<file path="src/rtl/xbus_arbiter_if.sv">
// -----------------------------------------------------------------------------
// xbus_arbiter_if
// Signal bundle between the two bus masters (m0 = CPU, m1 = DMA/debug), the
// arbiter, and the decoder-facing data bus.
//   m0_*/m1_* : per-master request, lock, address, write enable, write data,
//               and the returned ack, error flag and read data.
//   bus_*     : selected transaction driven to the decoder, plus the decoder
//               read mux output and trap indication coming back.
// Modports:
//   slave  - arbiter side (takes master requests, drives the decoder bus)
//   master - environment side (masters and decoder)
// The address width comes from the ADDR_W macro (defaults to 16 bits).
// -----------------------------------------------------------------------------
`ifndef ADDR_W
`define ADDR_W 16
`endif

interface xbus_arbiter_if;
    logic                m0_req;
    logic                m0_lock;
    logic [`ADDR_W-1:0]  m0_addr;
    logic                m0_we;
    logic [31:0]         m0_data_to_wr;
    logic                m0_ack;
    logic                m0_err;
    logic [31:0]         m0_data_to_rd;

    logic                m1_req;
    logic                m1_lock;
    logic [`ADDR_W-1:0]  m1_addr;
    logic                m1_we;
    logic [31:0]         m1_data_to_wr;
    logic                m1_ack;
    logic                m1_err;
    logic [31:0]         m1_data_to_rd;

    logic                bus_sel;
    logic [`ADDR_W-1:0]  bus_addr;
    logic                bus_we;
    logic [31:0]         bus_data_to_wr;
    logic [31:0]         bus_data_to_rd;
    logic                bus_trap;

    modport slave (
        input  m0_req, m0_lock, m0_addr, m0_we, m0_data_to_wr,
        output m0_ack, m0_err, m0_data_to_rd,
        input  m1_req, m1_lock, m1_addr, m1_we, m1_data_to_wr,
        output m1_ack, m1_err, m1_data_to_rd,
        output bus_sel, bus_addr, bus_we, bus_data_to_wr,
        input  bus_data_to_rd, bus_trap
    );

    modport master (
        output m0_req, m0_lock, m0_addr, m0_we, m0_data_to_wr,
        input  m0_ack, m0_err, m0_data_to_rd,
        output m1_req, m1_lock, m1_addr, m1_we, m1_data_to_wr,
        input  m1_ack, m1_err, m1_data_to_rd,
        input  bus_sel, bus_addr, bus_we, bus_data_to_wr,
        output bus_data_to_rd, bus_trap
    );
endinterface

</file>
<file path="src/rtl/xbus_arbiter.sv">
// -----------------------------------------------------------------------------
// xbus_arbiter
// Two-master arbiter in front of the address decoder's single data-bus port.
// It runs one transaction at a time through a four-state sequence:
//   IDLE    : pick a winner and capture its address, write enable, data, lock
//   ISSUE   : bus_sel high for one cycle; sample the decoder trap
//   CAPTURE : sample the decoder read data
//   ACK     : one-cycle ack/err/data_to_rd to the winner
// Ports:
//   clk  - system clock
//   rst  - synchronous active-high reset
//   io   - xbus_arbiter_if.slave (master request/response and decoder bus)
// Parameter:
//   MAX_BURST (1..15) - longest locked burst before a forced re-arbitration
// Build option:
//   XARB_RR_EN - when defined, round-robin arbitration; otherwise fixed
//                priority with m0 ahead of m1.
// -----------------------------------------------------------------------------
`ifndef ADDR_W
`define ADDR_W 16
`endif

module xbus_arbiter #(
    parameter int MAX_BURST = 4
) (
    input  logic              clk,
    input  logic              rst,
    xbus_arbiter_if.slave     io
);

    typedef enum logic [1:0] {IDLE, ISSUE, CAPTURE, ACK} state_t;

    state_t              state_reg;
    logic                winner_reg;      // 0 = m0, 1 = m1
    logic                cap_lock_reg;    // winner asked to keep the grant
    logic                trap_reg;        // decoder trap sampled during ISSUE
    logic                lock_held_reg;
    logic                lock_owner_reg;
    logic [3:0]          burst_cnt_reg;

    logic                bus_sel_reg;
    logic [`ADDR_W-1:0]  bus_addr_reg;
    logic                bus_we_reg;
    logic [31:0]         bus_data_to_wr_reg;

    logic [1:0]          ack_reg;
    logic [1:0]          err_reg;
    logic [31:0]         m0_data_to_rd_reg;
    logic [31:0]         m1_data_to_rd_reg;

    // ---------------------------------------------------------------------
    // Arbitration (combinational, only acted on in IDLE)
    // ---------------------------------------------------------------------
    logic owner_req;
    logic owner_lock;
    logic lock_active;
    logic elig0;
    logic elig1;
    logic grant;
    logic pick;

    assign owner_req   = lock_owner_reg ? io.m1_req  : io.m0_req;
    assign owner_lock  = lock_owner_reg ? io.m1_lock : io.m0_lock;
    // An owner that has dropped both req and lock gives the bus up in this
    // same IDLE cycle, so the other master may already win here.
    assign lock_active = lock_held_reg && (owner_req || owner_lock);

    assign elig0 = io.m0_req && (!lock_active || !lock_owner_reg);
    assign elig1 = io.m1_req && (!lock_active ||  lock_owner_reg);
    assign grant = elig0 || elig1;

`ifdef XARB_RR_EN
    logic rr_ptr_reg;     // master favoured on a tie
    assign pick = (elig0 && elig1) ? rr_ptr_reg : elig1;
`else
    assign pick = !elig0;
`endif

    // ---------------------------------------------------------------------
    // Sequencer with registered outputs
    // ---------------------------------------------------------------------
    always_ff @(posedge clk) begin
        if (rst) begin
            state_reg          <= IDLE;
            winner_reg         <= 1'b0;
            cap_lock_reg       <= 1'b0;
            trap_reg           <= 1'b0;
            lock_held_reg      <= 1'b0;
            lock_owner_reg     <= 1'b0;
            burst_cnt_reg      <= 4'd0;
            bus_sel_reg        <= 1'b0;
            bus_addr_reg       <= '0;
            bus_we_reg         <= 1'b0;
            bus_data_to_wr_reg <= 32'd0;
            ack_reg            <= 2'b00;
            err_reg            <= 2'b00;
            m0_data_to_rd_reg  <= 32'd0;
            m1_data_to_rd_reg  <= 32'd0;
`ifdef XARB_RR_EN
            rr_ptr_reg         <= 1'b0;
`endif
        end else begin
            case (state_reg)
                IDLE: begin
                    if (lock_held_reg && !lock_active) begin
                        lock_held_reg <= 1'b0;
                        burst_cnt_reg <= 4'd0;
                    end
                    if (grant) begin
                        // The bus registers double as the capture registers,
                        // so later changes on the master side never reach
                        // the decoder.
                        winner_reg         <= pick;
                        bus_sel_reg        <= 1'b1;
                        bus_addr_reg       <= pick ? io.m1_addr       : io.m0_addr;
                        bus_we_reg         <= pick ? io.m1_we         : io.m0_we;
                        bus_data_to_wr_reg <= pick ? io.m1_data_to_wr : io.m0_data_to_wr;
                        cap_lock_reg       <= pick ? io.m1_lock       : io.m0_lock;
`ifdef XARB_RR_EN
                        rr_ptr_reg         <= ~pick;
`endif
                        state_reg          <= ISSUE;
                    end
                end
                ISSUE: begin
                    bus_sel_reg <= 1'b0;
                    trap_reg    <= io.bus_trap;
                    state_reg   <= CAPTURE;
                end
                CAPTURE: begin
                    ack_reg[winner_reg] <= 1'b1;
                    err_reg[winner_reg] <= trap_reg;
                    if (winner_reg)
                        m1_data_to_rd_reg <= io.bus_data_to_rd;
                    else
                        m0_data_to_rd_reg <= io.bus_data_to_rd;
                    state_reg <= ACK;
                end
                ACK: begin
                    ack_reg <= 2'b00;
                    err_reg <= 2'b00;
                    if (cap_lock_reg && (burst_cnt_reg < 4'(MAX_BURST - 1))) begin
                        lock_held_reg  <= 1'b1;
                        lock_owner_reg <= winner_reg;
                        burst_cnt_reg  <= burst_cnt_reg + 4'd1;
                    end else begin
                        lock_held_reg  <= 1'b0;
                        burst_cnt_reg  <= 4'd0;
                    end
                    // The req seen in this cycle belongs to the finished
                    // transaction; arbitration resumes in IDLE.
                    state_reg <= IDLE;
                end
                default: state_reg <= IDLE;
            endcase
        end
    end

    assign io.bus_sel        = bus_sel_reg;
    assign io.bus_addr       = bus_addr_reg;
    assign io.bus_we         = bus_we_reg;
    assign io.bus_data_to_wr = bus_data_to_wr_reg;

    assign io.m0_ack         = ack_reg[0];
    assign io.m0_err         = err_reg[0];
    assign io.m0_data_to_rd  = m0_data_to_rd_reg;
    assign io.m1_ack         = ack_reg[1];
    assign io.m1_err         = err_reg[1];
    assign io.m1_data_to_rd  = m1_data_to_rd_reg;

endmodule

</file>
<file path="src/flat_wrapper.sv">
// flat-port wrapper written by rule: the top's interface ports become plain ports
module xbus_arbiter_flat 
#(
    parameter int MAX_BURST = 4
)
  (clk, rst, io_m0_req, io_m0_lock, io_m0_addr, io_m0_we, io_m0_data_to_wr, io_m0_ack, io_m0_err, io_m0_data_to_rd, io_m1_req, io_m1_lock, io_m1_addr, io_m1_we, io_m1_data_to_wr, io_m1_ack, io_m1_err, io_m1_data_to_rd, io_bus_sel, io_bus_addr, io_bus_we, io_bus_data_to_wr, io_bus_data_to_rd, io_bus_trap);
  xbus_arbiter_if io_i ();
  input  logic clk;
  input  logic rst;
  input wire logic [$bits(io_i.m0_req)-1:0] io_m0_req;
  input wire logic [$bits(io_i.m0_lock)-1:0] io_m0_lock;
  input wire logic [$bits(io_i.m0_addr)-1:0] io_m0_addr;
  input wire logic [$bits(io_i.m0_we)-1:0] io_m0_we;
  input wire logic [$bits(io_i.m0_data_to_wr)-1:0] io_m0_data_to_wr;
  output wire logic [$bits(io_i.m0_ack)-1:0] io_m0_ack;
  output wire logic [$bits(io_i.m0_err)-1:0] io_m0_err;
  output wire logic [$bits(io_i.m0_data_to_rd)-1:0] io_m0_data_to_rd;
  input wire logic [$bits(io_i.m1_req)-1:0] io_m1_req;
  input wire logic [$bits(io_i.m1_lock)-1:0] io_m1_lock;
  input wire logic [$bits(io_i.m1_addr)-1:0] io_m1_addr;
  input wire logic [$bits(io_i.m1_we)-1:0] io_m1_we;
  input wire logic [$bits(io_i.m1_data_to_wr)-1:0] io_m1_data_to_wr;
  output wire logic [$bits(io_i.m1_ack)-1:0] io_m1_ack;
  output wire logic [$bits(io_i.m1_err)-1:0] io_m1_err;
  output wire logic [$bits(io_i.m1_data_to_rd)-1:0] io_m1_data_to_rd;
  output wire logic [$bits(io_i.bus_sel)-1:0] io_bus_sel;
  output wire logic [$bits(io_i.bus_addr)-1:0] io_bus_addr;
  output wire logic [$bits(io_i.bus_we)-1:0] io_bus_we;
  output wire logic [$bits(io_i.bus_data_to_wr)-1:0] io_bus_data_to_wr;
  input wire logic [$bits(io_i.bus_data_to_rd)-1:0] io_bus_data_to_rd;
  input wire logic [$bits(io_i.bus_trap)-1:0] io_bus_trap;
  assign io_i.m0_req = io_m0_req;
  assign io_i.m0_lock = io_m0_lock;
  assign io_i.m0_addr = io_m0_addr;
  assign io_i.m0_we = io_m0_we;
  assign io_i.m0_data_to_wr = io_m0_data_to_wr;
  assign io_m0_ack = io_i.m0_ack;
  assign io_m0_err = io_i.m0_err;
  assign io_m0_data_to_rd = io_i.m0_data_to_rd;
  assign io_i.m1_req = io_m1_req;
  assign io_i.m1_lock = io_m1_lock;
  assign io_i.m1_addr = io_m1_addr;
  assign io_i.m1_we = io_m1_we;
  assign io_i.m1_data_to_wr = io_m1_data_to_wr;
  assign io_m1_ack = io_i.m1_ack;
  assign io_m1_err = io_i.m1_err;
  assign io_m1_data_to_rd = io_i.m1_data_to_rd;
  assign io_bus_sel = io_i.bus_sel;
  assign io_bus_addr = io_i.bus_addr;
  assign io_bus_we = io_i.bus_we;
  assign io_bus_data_to_wr = io_i.bus_data_to_wr;
  assign io_i.bus_data_to_rd = io_bus_data_to_rd;
  assign io_i.bus_trap = io_bus_trap;
  xbus_arbiter #(.MAX_BURST(MAX_BURST)) u_core (.clk(clk), .rst(rst), .io(io_i));
endmodule
</file>
<file path="config.mk">
export PLATFORM = sky130hd
export DESIGN_NAME = xbus_arbiter_flat
export DESIGN_NICKNAME = d
export VERILOG_FILES = /design/src/rtl/xbus_arbiter_if.sv /design/src/rtl/xbus_arbiter.sv /design/src/flat_wrapper.sv
export SDC_FILE = /design/constraint.sdc
export NUM_CORES = 1
export LEC_CHECK = 0
export BUFFER_PORTS_ARGS = -buffer_cell sky130_fd_sc_hd__buf_2
export CAP_MARGIN = 20
export CORE_ASPECT_RATIO = 0.8
export CORE_MARGIN = 2
export CORE_UTILIZATION = 42
export CTS_CLUSTER_DIAMETER = 120
export DETAILED_ROUTE_END_ITERATION = 7
export PLACE_DENSITY = 0.77
export SYNTH_ARGS = -nofsm -noshare
export SYNTH_HDL_FRONTEND = slang
export SYNTH_SLANG_ARGS = --single-unit
</file>
<file path="constraint.sdc">
create_clock -name clk -period 1.7 [get_ports clk]
set_input_delay 0 -clock clk [delete_from_list [all_inputs] [get_ports clk]]
set_output_delay 0 -clock clk [all_outputs]
set_load 0.02 [all_outputs]
</file>
==> impl_results.md, run 1 <==
* Outcome: finished, violations left
* Violated checks: setup timing
* Clock latency at the later pin of the worst-skew pair at 0.42 ns
* Number of pins with negative max-slew slack in the final report at 0
* CP cell instances: and4bb_1 -> nor4b_4 -> buf_4 -> buf_12 -> buf_12 -> nor2_4 -> a311oi_1
* Top post-synthesis cells by area: dfxtp_1 (49%), nand2_1 (17%), a311oi_2 (8.3%)
* Area of placed instances at 6840 um2
* Port-buffer cells at 254
* Critical path class: reg2reg
* Register-to-register setup slack at -0.04 ns
* Layout Area Growth over Synthesis at 77.8%
* Clock tree from TritonCTS: done
* Die Wd at 129 um
* Number of cells after detailed placement at 1,014
* Setup-failing EPs final at 12
* Count of flip-flops with a built-in enable after synthesis at 0
* Data arrival at the endpoint of the critical path at 2.05 ns
* Critical path's slowest cell: dfxtp_2
* Drt via density at 5.33
* Global router's overall resource usage at 28.8%
* Part of the Yosys area used for sequential elements at 49.5%
* Worst-case headroom to the max-slew limit at 75.3%
* Capturing element type of the critical path: register
* Half-perimeter wire length of the detailed placement result at 10,500 um
* Top-Level Pins at 255
* Height of the chip at 104 um
* Cell Pwr Density at 1490 nW/um2
* Cell repeated most along the worst path: buf_12
* Fraction of final layout cells sized beyond drive strength 1 at 38.8%
* Total core area at 12,200 um2
* Ys Warns at 0
* Leakage power at 0.00418 uW
* Number of register bits inferred by synthesis at 129
* Final period util at 102%
* Synth top area share at 49.5%
* Final std cells w/o fill at 1,204
* Worst-case hold slack at 0.246 ns
* GRT overflow at 0
* H-Tree Depth at 4
* Clock period minus worst slack at 1.74 ns
* Net count after synthesis at 774
* Routed WL per cell at 18.0 um
* Clock slew at reported path FFs at 0.06 ns
* CP max stage delay at 0.35 ns
* Distinct cells, synth at 30
* Slew at the pin with the worst max-slew slack at 0.370 ns
* Worst clock skew at 0.0171 ns
* Die area at 13,300 um2
* Number of routed nets with antenna violations at 0
* Final weighted congestion in routability-driven placement at 0.846
* Combined area of all synthesized cells at 5220 um2
* Class of the tightest hold or removal check: in2reg
* Hold Violations, Final at 0
* Design Area, Final at 9280 um2
* Summed negative setup slack over all endpoints at -0.238 ns
* Starting DRT DRC Count at 416
* Pin count of the biggest net entering global routing at 57
* Post-synth top cells: nand2_1 (232), dfxtp_1 (129), a21oi_1 (65)
* Total number of placement rows at 36
* Minimum setup slack after placement at -0.0390 ns
* Endpoint required time on the critical path at 2.01 ns
* Async set-reset flop share out of synthesis at 0%
* Sum of routed wire length over all layers at 21,600 um
* Post-Syn Instances at 631
* Number of max-capacitance violations reported at 0
* Cell type with the largest total area after synthesis: dfxtp_1
* PnR worst setup slack at -0.0390 ns
* Initial antenna violation count at 0
* Wire length of the first global-routing pass at 30,600 um
* Sinks on the clock net at 129
* Final layout net count at 1,182
* Critical path startpoint category: register
* Cell with the most instances after synthesis: nand2_1
* Worst-path maximum fanout at 7
* Starting utilization of the core area at 42.9%
* VDD IR-drop max at 0.890 mV
* Unrepaired setup endpoints after global routing: yes
* Fill cell count at 771
* Root buffer cell: clkbuf_16
* Average footprint of a synthesized cell at 8.27 um2
* Main flop type after synthesis: dfxtp_1
* Total inserted antenna cells at 0
* Number of DRC violations after detailed routing at 0
* Number of buffers created by CTS at 17
* Fmax at 575 MHz
* Detailed-routing iteration count for the pre-antenna-repair pass at 8
* Number of buffers on the longest clock path at 2
* Via count of the first global-routing pass at 6,155
* Total vias in the final route at 6,419
## layer usage
metal	track usage [%]	part of all wire, %
met5	0	0
met4	16.2	5.8
met3	6.82	6.1
met2	49.5	51
met1	32.4	37
## through the flow
stage / power [uW] / util, %
2_1_floorplan: 6890 / -
3_3_place_gp: 8400 / 56.2
3_5_place_dp: 8490 / 56.2
4_1_cts: 12400 / 72.4
5_1_grt: 14500 / 76.3
6_report: 13900 / 76.3
## power breakdown
group	leakage, uW	total (uW)	internal, uW	switching, uW
sequential	0.00106	4170	3710	458
clock	0.000274	3520	2070	1450
combinational	0.00285	6180	2850	3330
total	0.00418	13900	8630	5240
## cell families after synthesis
group,after synthesis,synth area share [%]
compound gates,122,19.1
fa+ha+maj,6,1.44
buf+inv,52,4.51
flops,129,49.5
mux,7,1.37
simple gates,315,24.1
## path summary, 6_finish.rpt
kind | to | cells after the start | start
setup reg to reg | u_core.io.bus_addr[0]$_SDFFE_PP0P_ | 7 | u_core.lock_owner_reg$_SDFFE_PP0P_
setup / recovery | u_core.io.bus_addr[0]$_SDFFE_PP0P_ | 7 | u_core.lock_owner_reg$_SDFFE_PP0P_
hold / removal | u_core.io.bus_data_to_wr[14]$_SDFFE_PP0P_ | 4 | io_m0_req
hold reg to reg | u_core.io.m1_data_to_rd[0]$_SDFFE_PP0P_ | 2 | u_core.io.m1_data_to_rd[0]$_SDFFE_PP0P_
## timing repair
item	4_1_cts	5_1_grt
endpoints found under the hold margin	117	0
resized for setup	2	53
hold buffers	134	0
pin swaps	4	41
endpoints found under the setup margin	21	42
buffers inserted	2	12
cloned	2	8
## worst max-delay path: cells and delay by family, from the launching register on
kind	cells	cell delay [ns]
and+or+nand+nor	3	0.56
buffers and inverters	3	0.50
DFF	1	0.35
AOI/OAI and AO/OA	1	0.24
## area by class of cell
type | instances | area (um2) | area share (%)
clock inverters | 14 | 129 | 1.39
multi-input cells | 450 | 2580 | 27.8
clock buffers | 18 | 439 | 4.73
flip-flops and latches | 129 | 2580 | 27.9
inverters | 2 | 7.51 | 0.0809
well taps | 152 | 190 | 2.05
repair buffers | 439 | 3350 | 36.1
## placed cells by master (no fill, tap or decap), drive strengths merged, types with 2 or more instances in the layout
cell type	n
inv	7
ha	6
nor4b	2
and2	2
dlygate4sd3	134
clkinv	5
mux2i	6
nand2	232
o211ai	2
nor3	6
a311oi	50
clkinvlp	3
nor2	60
a211oi	2
dfxtp	129
buf	297
nand2b	4
nor2b	2
clkbuf	26
a21oi	65
nor3b	3
(Power assumes the default switching activity.)
==> run 2, diff against run 1 <==
- ABC_AREA: not set -> 1
- CORE_UTILIZATION: 42 -> 43
==> run 2 against run 1 <==
Power fell by 12%. Routed wire length fell by 15%. Fmax rose by 11%. Synthesized area rose by 7.2%. Synthesized cell count rose by 35%. The flow now finishes without violations. Critical endpoint is now u_core.io.bus_data_to_wr[6]$_SDFFE_PP0P_. Worst hold slack got worse by 0.23 ns. Utilization fell by 6.1 points. Flip-flop and latch count did not move. Largest power group unchanged.
==> impl_results.md, run 2 <==
* Async set-reset flop share out of synthesis at 0% (unchanged)
* Height of the chip at 106 um (was 104 um)
* Total core area at 12,800 um2 (was 12,200 um2)
* Basic-gate share of the synthesized area counting and, or, nand and nor cells at 36.3% (was 24.1%)
* Combined area of all synthesized cells at 5600 um2 (was 5220 um2)
* Via count of the first global-routing pass at 6,523 (was 6,155)
* Average footprint of a synthesized cell at 6.57 um2 (was 8.27 um2)
* Slew at the pin with the worst max-slew slack at 0.558 ns (was 0.370 ns)
* Largest family of logic cells by synthesized area: simple AND/OR/NAND/NOR gates (unchanged)
* PnR worst setup slack at 0.138 ns (was -0.0390 ns)
* Highest-count cells in the layout ignoring fill and taps: buf_2 (254), nor2_1 (236), nand2_1 (217) (was buf_2 (253), nand2_1 (232), dlygate4sd3_1 (134))
* Hold Violations, Final at 0 (unchanged)
* Class of the tightest hold or removal check: in2reg (unchanged)
* Layout Area Growth over Synthesis at 60.2% (was 77.8%)
* Unrepaired setup endpoints after global routing: no (was yes)
* Number of buffers created by CTS at 17 (unchanged)
* Sinks on the clock net at 129 (unchanged)
* Ys Warns at 0 (unchanged)
* Setup-failing EPs final at 0 (was 12)
* Post-Synth XOR/XNOR Area at 0% (unchanged)
* Final design utilization at 70.2% (was 76.3%)
* Cell with the most instances after synthesis: nor2_1 (was nand2_1)
* Number of routed nets with antenna violations at 0 (unchanged)
* Fraction of final layout cells sized beyond drive strength 1 at 24.6% (was 38.8%)
* Cell Pwr Density at 1360 nW/um2 (was 1490 nW/um2)
* Top post-synthesis cells by area: dfxtp_1 (46%), nor2_1 (16%), nand2_1 (15%) (was dfxtp_1 (49%), nand2_1 (17%), a311oi_2 (8.3%))
* Root buffer cell: clkbuf_16 (unchanged)
* Cell type with the largest total area after synthesis: dfxtp_1 (unchanged)
* Half-perimeter wire length of the detailed placement result at 10,300 um (was 10,500 um)
* Main flop type after synthesis: dfxtp_1 (unchanged)
* Fill cell count at 1,032 (was 771)
* Outcome: complete, no violations (was finished, violations left)
* Number of DRC violations after detailed routing at 0 (unchanged)
* Fmax at 640 MHz (was 575 MHz)
* Leakage power at 0.00469 uW (was 0.00418 uW)
* Critical path startpoint category: register (unchanged)
* Post-synth top cells: nor2_1 (236), nand2_1 (218), dfxtp_1 (129) (was nand2_1 (232), dfxtp_1 (129), a21oi_1 (65))
* Critical path's slowest cell: buf_4 (was dfxtp_2)
* Distinct cells, synth at 21 (was 30)
* Number of max-capacitance violations reported at 0 (unchanged)
* Drt via density at 4.75 (was 5.33)
* Clock tree from TritonCTS: done (unchanged)
* Detailed-routing iteration count for the pre-antenna-repair pass at 7 (was 8)
* Number of register bits inferred by synthesis at 129 (unchanged)
* Adder and majority gate portion of the synthesized area at 1.34% (was 1.44%)
* GRT overflow at 0 (unchanged)
* CP cell instances: nand3_2 -> nand3_2 -> nand2_2 -> buf_4 -> nand2_1 -> nand2_1 -> nor2_1 -> nor2_1 (was and4bb_1 -> nor4b_4 -> buf_4 -> buf_12 -> buf_12 -> nor2_4 -> a311oi_1)
* Port-buffer cells at 254 (unchanged)
* Worst-case headroom to the max-slew limit at 62.8% (was 75.3%)
* Total inserted antenna cells at 0 (unchanged)
* Final weighted congestion in routability-driven placement at 0.778 (was 0.846)
* Routed WL per cell at 13.1 um (was 18.0 um)
* Final period util at 91.9% (was 102%)
* Multiplexer fraction of the synthesized cell area at 0% (was 1.37%)
* Top-Level Pins at 255 (unchanged)
* VDD IR-drop max at 0.944 mV (was 0.890 mV)
* Number of buffers on the longest clock path at 2 (unchanged)
* Part of the Yosys area used for sequential elements at 46.1% (was 49.5%)
* Summed negative setup slack over all endpoints at 0 ns (was -0.238 ns)
* Sum of routed wire length over all layers at 18,400 um (was 21,600 um)
* Clock slew at reported path FFs at 0.05 ns (was 0.06 ns)
* Starting utilization of the core area at 43.8% (was 42.9%)
* Capturing element type of the critical path: register (unchanged)
* Minimum setup slack after placement at 0.224 ns (was -0.0390 ns)
* Net count after synthesis at 995 (was 774)
* Pin count of the biggest net entering global routing at 61 (was 57)
* Die area at 13,900 um2 (was 13,300 um2)
* Die Wd at 132 um (was 129 um)
* Post-Syn Instances at 852 (was 631)
* Leading cell type in the layout, fill and taps excluded: buf_2 (unchanged)
* Global router's overall resource usage at 26.1% (was 28.8%)
* CP max stage delay at 0.39 ns (was 0.35 ns)
* Critical path class: reg2reg (unchanged)
* Clock latency at the later pin of the worst-skew pair at 0.40 ns (was 0.42 ns)
* Wire length of the first global-routing pass at 30,100 um (was 30,600 um)
* Total number of placement rows at 37 (was 36)
* Synth top area share at 46.1% (was 49.5%)
* Total vias in the final route at 6,673 (was 6,419)
* Share of the synthesized area in compound gates (AO/OA/AOI/OAI) at 7.51% (was 19.1%)
* Final layout net count at 1,361 (was 1,182)
* Worst clock skew at 0.00808 ns (was 0.0171 ns)
* Clock period minus worst slack at 1.56 ns (was 1.74 ns)
* Count of flip-flops with a built-in enable after synthesis at 0 (unchanged)
* Number of pins with negative max-slew slack in the final report at 0 (unchanged)
* Worst-path maximum fanout at 41 (was 7)
* Endpoint required time on the critical path at 2.03 ns (was 2.01 ns)
* Initial antenna violation count at 0 (unchanged)
* H-Tree Depth at 4 (unchanged)
* Starting DRT DRC Count at 483 (was 416)
* Data arrival at the endpoint of the critical path at 1.89 ns (was 2.05 ns)
-- run 2: cell count changes after synthesis, moves of 4 or more --
cell | before | now
buf_2 | 5 | 9
a21oi_1 | 65 | 11
o21ai_0 | 0 | 70
nor2_1 | 60 | 236
a311oi_1 | 21 | 0
mux2i_1 | 6 | 0
inv_1 | 2 | 64
a311oi_2 | 29 | 0
nand3_1 | 1 | 54
nand2b_1 | 4 | 0
nand2_1 | 232 | 218
nor3_1 | 6 | 2
-- run 2: repair_timing --
| action | 4_1_cts | 5_1_grt |
|---|---|---|
| hold buffers | 132 | 0 |
| buffers inserted | 0 | 0 |
| endpoints found under the hold margin | 120 | 0 |
| resized for setup | 0 | 0 |
-- run 2: cells by family after synthesis --
logic type | count (synthesis)
AO/OA/AOI/OAI | 83
adder cells (fa/ha/maj) | 6
buffers and inverters | 118
flip-flops | 129
AND/OR/NAND/NOR | 516
-- run 2: layout make-up --
cell class / count / area (um2) / share of cell area [%]
clock inverters: 8 / 126 / 1.41
repair buffers: 400 / 2770 / 30.9
inverters: 65 / 244 / 2.72
well taps: 175 / 219 / 2.44
clock buffers: 23 / 488 / 5.44
multi-input cells: 605 / 2530 / 28.3
flip-flops and latches: 129 / 2580 / 28.8
-- run 2: metrics by stage --
| step | total power, uW | hold slack [ns] | area, um2 | cells |
|---|---|---|---|---|
| after floorplan | 6910 | 0.128 | 5600 | 852 |
| after global placement | 8100 | 0.235 | 7030 | 1242 |
| after detailed placement | 8190 | 0.239 | 7030 | 1242 |
| after CTS | 12200 | 0.00615 | 8970 | 1405 |
| after global routing | 13000 | 0.0144 | 8970 | 1405 |
| final | 12200 | 0.0130 | 8970 | 1405 |
-- run 2: critical path: cells and delay by family, from the launching register on --
family        cells  cell delay, ns
simple gates      7            0.75
flops             1            0.36
buf+inv           1            0.39
-- run 2: metal layers --
| layer | global-route usage [%] | up-vias | share of wire [%] |
|---|---|---|---|
| met5 | 0 | - | 0 |
| met1 | 29.2 | 2928 | 40 |
| li1 | - | 3348 | - |
| met4 | 13.9 | 0 | 4.7 |
| met2 | 45.5 | 308 | 49 |
| met3 | 7.06 | 89 | 6.2 |
-- run 2: final timing paths --
path | depth (start not counted) | startpoint | end | slack [ns]
min | 5 | io_m0_data_to_wr[9] | u_core.io.bus_data_to_wr[9]$_SDFFE_PP0P_ | 0.01
min reg2reg | 2 | u_core.burst_cnt_reg[2]$_SDFFE_PP0P_ | u_core.burst_cnt_reg[2]$_SDFFE_PP0P_ | 0.44
max | 8 | u_core.lock_owner_reg$_SDFFE_PP0P_ | u_core.io.bus_data_to_wr[6]$_SDFFE_PP0P_ | 0.14
max reg2reg | 8 | u_core.lock_owner_reg$_SDFFE_PP0P_ | u_core.io.bus_data_to_wr[6]$_SDFFE_PP0P_ | 0.14
-- run 2: where the power goes --
part / total [uW] / internal (uW) / switching [uW] / leakage [uW]
logic: 4330 / 1590 / 2740 / 0.00333
registers: 4100 / 3750 / 356 / 0.00106
clock network: 3740 / 2460 / 1280 / 0.000304
==> run 3, diff against run 2 <==
- CORE_UTILIZATION: 43 -> 51
- PLACE_DENSITY: 0.77 -> 0.86
- clock period: 1.7 -> 1.9 ns (I/O delays scaled with it)
==> run 3 against run 2 <==
Fmax is 12% lower. Critical path depth is 1 lower. Cell count fell by 2.1%. Via count is 5.7% higher. Sequential share of layout area grew 0.23 points. Die area is 15% lower. Routed wire length is 11% higher. Critical path type unchanged. Critical endpoint is now u_core.io.bus_addr[14]$_SDFFE_PP0P_.
==> impl_results.md, run 3 (same netlist as run 2, synthesis figures left out) <==
* Clock tree from TritonCTS: done (unchanged)
* Total number of placement rows at 34 (was 37)
* Drt via density at 5.12 (was 4.75)
* Routed WL per cell at 14.9 um (was 13.1 um)
* Top-Level Pins at 255 (unchanged)
* Worst-case hold slack at 0.0262 ns (was 0.0130 ns)
* Worst-path maximum fanout at 49 (was 41)
* Fmax at 563 MHz (was 640 MHz)
* Die Wd at 121 um (was 132 um)
* Combinational share of power at 36.0% (was 35.6%)
* Capturing element type of the critical path: register (unchanged)
* Number of buffers created by CTS at 17 (unchanged)
* Port-buffer cells at 254 (unchanged)
* Multi-input combinational cell area at 2530 um2 (unchanged)
* Fraction of final layout cells sized beyond drive strength 1 at 24.7% (was 24.6%)
* Half-perimeter wire length of the detailed placement result at 10,300 um (about the same)
* H-Tree Depth at 4 (unchanged)
* Leakage power at 0.00466 uW (was 0.00469 uW)
* Endpoint of the most critical register-to-register path: u_core.io.bus_addr[14]$_SDFFE_PP0P_ (was u_core.io.bus_data_to_wr[6]$_SDFFE_PP0P_)
* Pin count of the biggest net entering global routing at 83 (was 61)
* Initial antenna violation count at 2 (was 0)
* Final layout net count at 1,359 (was 1,361)
* Cell Pwr Density at 1250 nW/um2 (was 1360 nW/um2)
* Storage element area at 2580 um2 (unchanged)
* Hold Violations, Final at 0 (unchanged)
* Data arrival at the endpoint of the critical path at 2.09 ns (was 1.89 ns)
* Number of routed nets with antenna violations at 0 (unchanged)
* Portion of total power attributed to the clock network at 30.8% (was 30.7%)
* Number of cells traversed by the worst register-to-register path at 7 (was 8)
* Setup-failing EPs final at 0 (unchanged)
* Switching share of total power at 37.7% (was 35.9%)
* Die area at 11,800 um2 (was 13,900 um2)
* GRT overflow at 0 (unchanged)
* Register-to-register setup slack at 0.13 ns (was 0.14 ns)
* Clock period minus worst slack at 1.77 ns (was 1.56 ns)
* Layout Area Growth over Synthesis at 58.9% (was 60.2%)
* Setup crit end: u_core.io.bus_addr[14]$_SDFFE_PP0P_ (was u_core.io.bus_data_to_wr[6]$_SDFFE_PP0P_)
* Total vias in the final route at 7,051 (was 6,673)
* Final weighted congestion in routability-driven placement at 0.826 (was 0.778)
* Sum of routed wire length over all layers at 20,500 um (was 18,400 um)
* Clock latency at the later pin of the worst-skew pair at 0.40 ns (about the same)
* Origin of the critical flop-to-flop path: u_core.lock_owner_reg$_SDFFE_PP0P_ (unchanged)
* Unrepaired setup endpoints after global routing: no (unchanged)
* Wire length of the first global-routing pass at 33,900 um (was 30,100 um)
* Critical path origin: u_core.lock_owner_reg$_SDFFE_PP0P_ (unchanged)
* Slew at the pin with the worst max-slew slack at 0.565 ns (was 0.558 ns)
* Height of the chip at 97.7 um (was 106 um)
* Worst clock skew at 0.00886 ns (was 0.00808 ns)
* Root buffer cell: clkbuf_16 (unchanged)
* Number of DRC violations after detailed routing at 0 (unchanged)
* Critical path startpoint category: register (unchanged)
* Number of pins with negative max-slew slack in the final report at 0 (unchanged)
* Fraction of power consumed by sequential logic at 33.3% (was 33.7%)
* Number of max-capacitance violations reported at 0 (unchanged)
* Critical path class: reg2reg (unchanged)
* Starting DRT DRC Count at 528 (was 483)
* Starting utilization of the core area at 52.0% (was 43.8%)
* Fill cell count at 621 (was 1,032)
* Total core area at 10,800 um2 (was 12,800 um2)
* Switching Power at 4180 uW (was 4370 uW)
* Class of the tightest hold or removal check: in2reg (unchanged)
* Leading cell type in the layout, fill and taps excluded: buf_2 (unchanged)
* Total Power Consumption at 11,100 uW (was 12,200 uW)
* Final period util at 93.4% (was 91.9%)
* VDD IR-drop max at 0.881 mV (was 0.944 mV)
* Number of buffers on the longest clock path at 2 (unchanged)
* Outcome: complete, no violations (unchanged)
* Global router's overall resource usage at 36.1% (was 26.1%)
* Minimum setup slack after placement at 0.284 ns (was 0.224 ns)
* Design internal power at 6920 uW (was 7800 uW)
* PnR worst setup slack at 0.125 ns (was 0.138 ns)
* Sinks on the clock net at 129 (unchanged)
* Worst-case headroom to the max-slew limit at 62.3% (was 62.8%)
* Detailed-routing iteration count for the pre-antenna-repair pass at 5 (was 7)
* Highest-count cells in the layout ignoring fill and taps: buf_2 (254), nor2_1 (236), nand2_1 (217) (unchanged)
* Via count of the first global-routing pass at 7,221 (was 6,523)
* Clock slew at reported path FFs at 0.06 ns (was 0.05 ns)
* Endpoint required time on the critical path at 2.21 ns (was 2.03 ns)
* Summed negative setup slack over all endpoints at 0 ns (unchanged)
run 3: how the worst min path moves through the flow:
stage,start,endpoint,cells after the start
2_1_floorplan,io_bus_trap,u_core.trap_reg$_SDFFE_PP0P_,2
3_5_place_dp,io_bus_trap,u_core.trap_reg$_SDFFE_PP0P_,3
3_3_place_gp,io_bus_trap,u_core.trap_reg$_SDFFE_PP0P_,3
4_1_cts,io_m1_lock,u_core.cap_lock_reg$_SDFFE_PP0P_,5
5_1_grt,io_m0_data_to_wr[2],u_core.io.bus_data_to_wr[2]$_SDFFE_PP0P_,5
6_report,io_m1_lock,u_core.cap_lock_reg$_SDFFE_PP0P_,5
run 3: what timing repair did:
| item | 4_1_cts | 5_1_grt |
|---|---|---|
| hold buffers | 132 | 0 |
| gates resized for setup | 0 | 0 |
| setup buffers | 0 | 0 |
| hold endpoints to repair | 120 | 0 |
run 3: through the flow:
step / util (%) / std cells / instance area (um2)
after floorplan: - / 852 / 5600
after global routing: 82.6 / 1375 / 8890
after global placement: 64.5 / 1209 / 6940
after CTS: 82.6 / 1373 / 8890
after detailed placement: 64.5 / 1209 / 6940
final: 82.6 / 1376 / 8890
run 3: area by class of cell:
type                    count  area share (%)
clock buffers              19            5.09
well taps                 144            2.03
inverters                  65            2.74
multi-input cells         605            28.5
flip-flops and latches    129            29.0
diodes                      3          0.0844
clock inverters            13            1.96
repair buffers            398            30.6
run 3: critical path: stages, from the launching register on:
cell and delay, ns:
dfxtp_1 0.43, nand3_2 0.13, nand3_2 0.09, buf_4 0.43, nand3_1 0.14, nand2_1 0.13, nor2_1 0.09, nor2_1 0.21
run 3: power groups by stage:
stage	combinational, uW	sequential [uW]	clock, uW
floorplan	1730	4450	0
global placement	3520	3690	0
detailed placement	3600	3710	0
CTS	3830	3660	3440
global route	4440	3750	3570
finish	3990	3690	3410
run 3: metal layers:
metal  global-route usage, %  wire [um]
met1                    34.7       7180
met2                    61.2      10500
met3                    16.3       1600
met4                    24.6       1210
met5                       0          0
